File: config.mk
export PLATFORM = sky130hd
export DESIGN_NAME = map_tile_ram
export DESIGN_NICKNAME = d
export VERILOG_FILES = /design/src/rtl/map_tile_ram.sv
export SDC_FILE = /design/constraint.sdc
export NUM_CORES = 1
export LEC_CHECK = 0
export CORE_ASPECT_RATIO = 2
export CORE_UTILIZATION = 50
export DETAILED_ROUTE_END_ITERATION = 8
export PLACE_DENSITY = 0.66
export SLEW_MARGIN = 20
export SYNTH_ARGS = -nofsm -noshare
export SYNTH_HDL_FRONTEND = slang
export SYNTH_SLANG_ARGS = --single-unit
File: constraint.sdc
create_clock -name clk -period 3.82 [get_ports clk]
set_input_delay 0.382 -clock clk [delete_from_list [all_inputs] [get_ports clk]]
set_output_delay 0.382 -clock clk [all_outputs]
set_load 0.005 [all_outputs]
File: src/rtl/map_tile_ram.sv
// Tile map storage with NUM_RD registered read channels, one write port, and a
// sequential fill engine that also performs the zero fill after reset.
module map_tile_ram #(
    parameter int DATA_WIDTH = 3,
    parameter int ADDR_WIDTH = 8,
    parameter int DEPTH      = 192,
    parameter int NUM_RD     = 2,
    parameter int CW         = $clog2(DEPTH + 1)
) (
    input  logic                         clk,
    input  logic                         rst,
    input  logic                         we,
    input  logic [ADDR_WIDTH-1:0]        wr_addr,
    input  logic [DATA_WIDTH-1:0]        wr_data,
    input  logic [NUM_RD*ADDR_WIDTH-1:0] rd_addr,
    output logic [NUM_RD*DATA_WIDTH-1:0] rd_data,
    input  logic                         clr_start,
    input  logic [DATA_WIDTH-1:0]        clr_value,
    output logic                         busy,
    output logic                         done,
    output logic [CW-1:0]                tile_count
);

    typedef enum logic {
        IDLE,
        FILL
    } state_t;

    localparam logic [ADDR_WIDTH:0]   DEPTH_EXT = (ADDR_WIDTH + 1)'(DEPTH);
    localparam logic [ADDR_WIDTH-1:0] LAST_PTR  = ADDR_WIDTH'(DEPTH - 1);

    state_t                state;
    state_t                state_next;
    logic [ADDR_WIDTH-1:0] ptr;
    logic [DATA_WIDTH-1:0] fill_val;
    logic [DATA_WIDTH-1:0] mem [DEPTH];
    logic                  wr_accept;
    logic                  fill_last;
    logic [DATA_WIDTH-1:0] wr_old;

    assign busy = (state == FILL);

    always_comb begin
        state_next = state;
        wr_accept  = 1'b0;
        fill_last  = 1'b0;
        wr_old     = '0;
        unique case (state)
            IDLE: begin
                // A fill request wins over a simultaneous write
                if (clr_start) begin
                    state_next = FILL;
                end else if (we && ({1'b0, wr_addr} < DEPTH_EXT)) begin
                    wr_accept = 1'b1;
                    wr_old    = mem[wr_addr];
                end
            end
            FILL: begin
                fill_last = (ptr == LAST_PTR);
                if (fill_last) begin
                    state_next = IDLE;
                end
            end
        endcase
    end

    always_ff @(posedge clk) begin
        if (rst) begin
            state <= FILL;
        end else begin
            state <= state_next;
        end
    end

    always_ff @(posedge clk) begin
        if (rst) begin
            ptr        <= '0;
            fill_val   <= '0;
            tile_count <= '0;
            done       <= 1'b0;
        end else begin
            done <= 1'b0;
            unique case (state)
                IDLE: begin
                    if (clr_start) begin
                        fill_val   <= clr_value;
                        ptr        <= '0;
                        tile_count <= '0;
                    end else if (wr_accept) begin
                        if (wr_old == '0 && wr_data != '0) begin
                            tile_count <= tile_count + CW'(1);
                        end else if (wr_old != '0 && wr_data == '0) begin
                            tile_count <= tile_count - CW'(1);
                        end
                    end
                end
                FILL: begin
                    ptr <= ptr + ADDR_WIDTH'(1);
                    if (fill_val != '0) begin
                        tile_count <= tile_count + CW'(1);
                    end
                    if (fill_last) begin
                        done <= 1'b1;
                    end
                end
            endcase
        end
    end

    // Storage is never reset; the post-reset zero fill defines its contents
    always_ff @(posedge clk) begin
        if (!rst) begin
            if (state == FILL) begin
                mem[ptr] <= fill_val;
            end else if (wr_accept) begin
                mem[wr_addr] <= wr_data;
            end
        end
    end

    for (genvar k = 0; k < NUM_RD; k++) begin : g_rd
        logic [ADDR_WIDTH-1:0] ra;
        assign ra = rd_addr[k*ADDR_WIDTH +: ADDR_WIDTH];

        always_ff @(posedge clk) begin
            if (rst) begin
                rd_data[k*DATA_WIDTH +: DATA_WIDTH] <= '0;
            end else if ({1'b0, ra} < DEPTH_EXT) begin
                rd_data[k*DATA_WIDTH +: DATA_WIDTH] <= mem[ra];
            end else begin
                rd_data[k*DATA_WIDTH +: DATA_WIDTH] <= '0;
            end
        end
    end

endmodule

==> results.md <==
* Status: finished, final reports clean
* Cells after Synth at 2098
* Vias/cell at approximately 7.3
* Initial Util at 50.7%
* Fill cells at 4892
* Setup crit end kind: flop
* Top-area cell type share of the netlist area at 53.3%
* Post-Syn Area at 32400 sq um
* 1st-iter DRT viols at 2880
* Yosys Warn Count at 0
* Total gr overflow at 0
* Register bit total from synthesis at between 600 and 700
* Die height at 362 um
* Required @ worst endpoint at 4.36 ns
* Worst reg-to-reg setup slack at roughly 0.19 ns
* Sequential share of power at 49.6%
* WL/cell at 36.3 um
* Fraction of layout cells with a size suffix above 1 at 32.4%
* Site Rows at 131
* IO buf count at 49
* CTS Root Cell: clkbuf_16
* Register Area at 17800 sq um
* Hold_buf cts at 0
* Max_cap viols at 0
* Pre-CTS worst setup slack at -0.645 ns
* DP Area at about 35000 sq um
* Top-count cell post-synth: edfxtp_1
* Clock skew at 0.0177 ns
* Worst Tran Pin Value at 1.15 ns
* Hpwl dp at between 80 and 90 mm
* Ys async rst share at 0%
* Synth top cells by count: edfxtp_1 (576), mux4_2 (387), nor2_1 (310)
* Overall power at 14.4 mW
* Power Internal at between 10 and 15 mW
* Reg clk slew, reported paths at 0.08 ns
* Worst hold stages at 3
* Yosys top cell by area: edfxtp_1
* Synth top area cells: edfxtp_1 (53%), mux4_2 (27%), nor2_1 (3.6%), nor3_1 (1.7%), dfxtp_1 (1.7%)
* Clock Latency Late Sink at 0.63 ns
* Synth-to-Final Area Change at 14.8%
* Final min period at 3.63 ns
* Sw power at roughly 3.3 mW
* Combinational share of power at between 10% and 20%
* DIE AREA at 65900 sq um
* Post-synth EDFFs at ~580
* Antenna violations before repair at 3
* Die Wd at 182 um
* Vias at 22.8k
* Worst r2r src: mem[12][0]
* Global-route wire length before repair at roughly 160 mm
* Fin nets at about 2.3k
* Hold WS at ~0.36 ns
* Mapped Avg Cell Area at 15.5 sq um
* Worst Hold End: fill_val[0]
* Number of buffers created by CTS at 53
* IO Pins at 50
* Crit Path Class: flop to flop
* Sw frac at 23.2%
* DRT Pass-1 Iters at 8
* Vias in the first global route at 23.4k
* GRT Overall Usage at 35.1%
* Design area at 37200 sq um
* Detailed-route DRC error count at 0
* Max Clk Rate at 275 MHz
* Yosys cell types at 62
* Tcrit/Tclk final at between 90% and 100%
* Clk buf depth at 3
* Register area share after synthesis at 55.0%
* Syn_nets at 2136
* Placer congestion estimate at 1.02
* Final wirelength at 113 mm
* Arrival time worst endpoint at 4.18 ns
* Power Density at 387 nW/um^2
* Maximum vdd drop at 0.000340 V
* Final ANT Viol Nets at 0
* Min setup slack post-route at 0.185 ns
* Rel. slew slack at 23.6%
* Final setup fails at 0
* Core area at 63900 sq um
* Largest net degree at the start of global routing at 91
* Main synth FF type: edfxtp_1
* H-tree depth at 2
* Worst-path maximum fanout at 7
* TritonCTS clock tree: yes
* Area taken by multi-input logic gates at roughly 14000 sq um
* Crit path launch: mem[12][0]
* Final Max Slew Viols at 0
* Worst R2R Path Depth at 13
* Hold Fails Final Rpt at 0
* Clock power frac at 40.0%
* Reg2Reg Capture Point: tile_count[6]
* Sink Count at 603
* Startpoint types: flop
* Worst min path class: input port to flop
* Leakage power at around 12 nW
* Hold path start: clr_value[0]
sequential cells by signal, summed over array words and instances (netlist names):
| name | count |
|---|---|
| busy | 1 |
| done | 1 |
| fill_val | 3 |
| mem | 576 |
| ptr | 8 |
| rd_data | 6 |
| tile_count | 8 |
final cells by class:
cell class / count / area share, %
inverter: 13 / 0.131
clock buffer: 61 / 3.76
clock inverter: 37 / 1.21
multi-input combinational: 1309 / 37.1
timing repair buffer: 287 / 7.25
tap: 798 / 2.68
sequential: 603 / 47.9
antenna: 1 / 0.00672
layer usage:
| metal | track usage, % | vias to the layer above | part of all wire, % |
|---|---|---|---|
| li1 | - | 9072 | - |
| met1 | 37.9 | 11600 | 30 |
| met2 | 60.5 | 1630 | 51 |
| met3 | 5.68 | 507 | 9.2 |
| met4 | 28.8 | 2 | 10 |
| met5 | 0 | - | 0.0071 |
worst max-delay path by stage:
| stage | end |
|---|---|
| after global routing | tile_count[6] |
| final | tile_count[6] |
| after global placement | tile_count[2] |
| after CTS | tile_count[6] |
| after floorplan | tile_count[6] |
| after detailed placement | tile_count[2] |
cells by family (layout without fill, tap and decap cells):
family,Yosys count,after routing,synth area share [%]
mux,408,408,27.6
flops,603,603,55.0
compound gates,258,258,5.61
xor+xnor,1,1,0.0270
simple gates,638,638,8.88
other cells,0,1,0
buf+inv,186,398,2.76
fa+ha+maj,4,4,0.154
metrics by stage:
| stage | util (%) | cells | setup TNS [ns] |
|---|---|---|---|
| after floorplan | - | 2098 | 0 |
| after global placement | 55.2 | 3010 | -7.15 |
| after detailed placement | 55.2 | 3010 | -4.35 |
| after CTS | 58.2 | 3108 | 0 |
| after global routing | 58.2 | 3108 | -0.00826 |
| final | 58.2 | 3109 | 0 |
critical path, cell delays in order (launching register included):
cell and delay [ns]:
edfxtp_1 0.43, mux4_2 0.47, a2111oi_1 0.33, a21o_1 0.23, a221oi_1 0.11, or4_4 0.55, a32oi_1 0.22, buf_4 0.15
ha_1 0.23, nor2_2 0.15, o31a_1 0.20, buf_4 0.17, a21oi_1 0.07, a311oi_1 0.24
cell usage in the layout, fill, tap and decap left out, types with 10 or more instances in the layout:
cell / netlist / layout
edfxtp_1: 576 / 576
mux4_2: 387 / 387
nor2_1: 310 / 309
buf_4: 5 / 204
nor3_1: 110 / 110
nand2_1: 72 / 71
a21oi_1: 57 / 57
clkbuf_16: 0 / 55
a211oi_1: 53 / 52
nand3_1: 45 / 45
clkdlybuf4s50_1: 0 / 39
a22oi_1: 35 / 35
buf_12: 0 / 34
nor4_1: 34 / 33
dfxtp_1: 27 / 27
o21ai_0: 21 / 21
nor2b_1: 16 / 16
nand2b_1: 14 / 14
a2111oi_0: 18 / 12
inv_1: 11 / 11
mux2i_1: 10 / 10
repair_timing:
action / in CTS / in global routing
endpoints found under the setup margin: 8 / 8
gates resized for setup: 5 / 12
hold endpoints to repair: 0 / 0
buffers inserted: 0 / 0
gates cloned: 0 / 0
pin swaps: 0 / 2
power by group through the flow:
stage / Clock (mW) / Sequential [mW] / Combinational [mW]
finish: 5.76 / 7.15 / 1.50
global route: 6.01 / 7.15 / 1.53
CTS: 5.79 / 7.15 / 1.45
detailed placement: 0 / 7.30 / 1.44
global placement: 0 / 7.30 / 1.44
floorplan: 0 / 7.29 / 0.835
No activity file was read; power rests on OpenSTA's default activity.
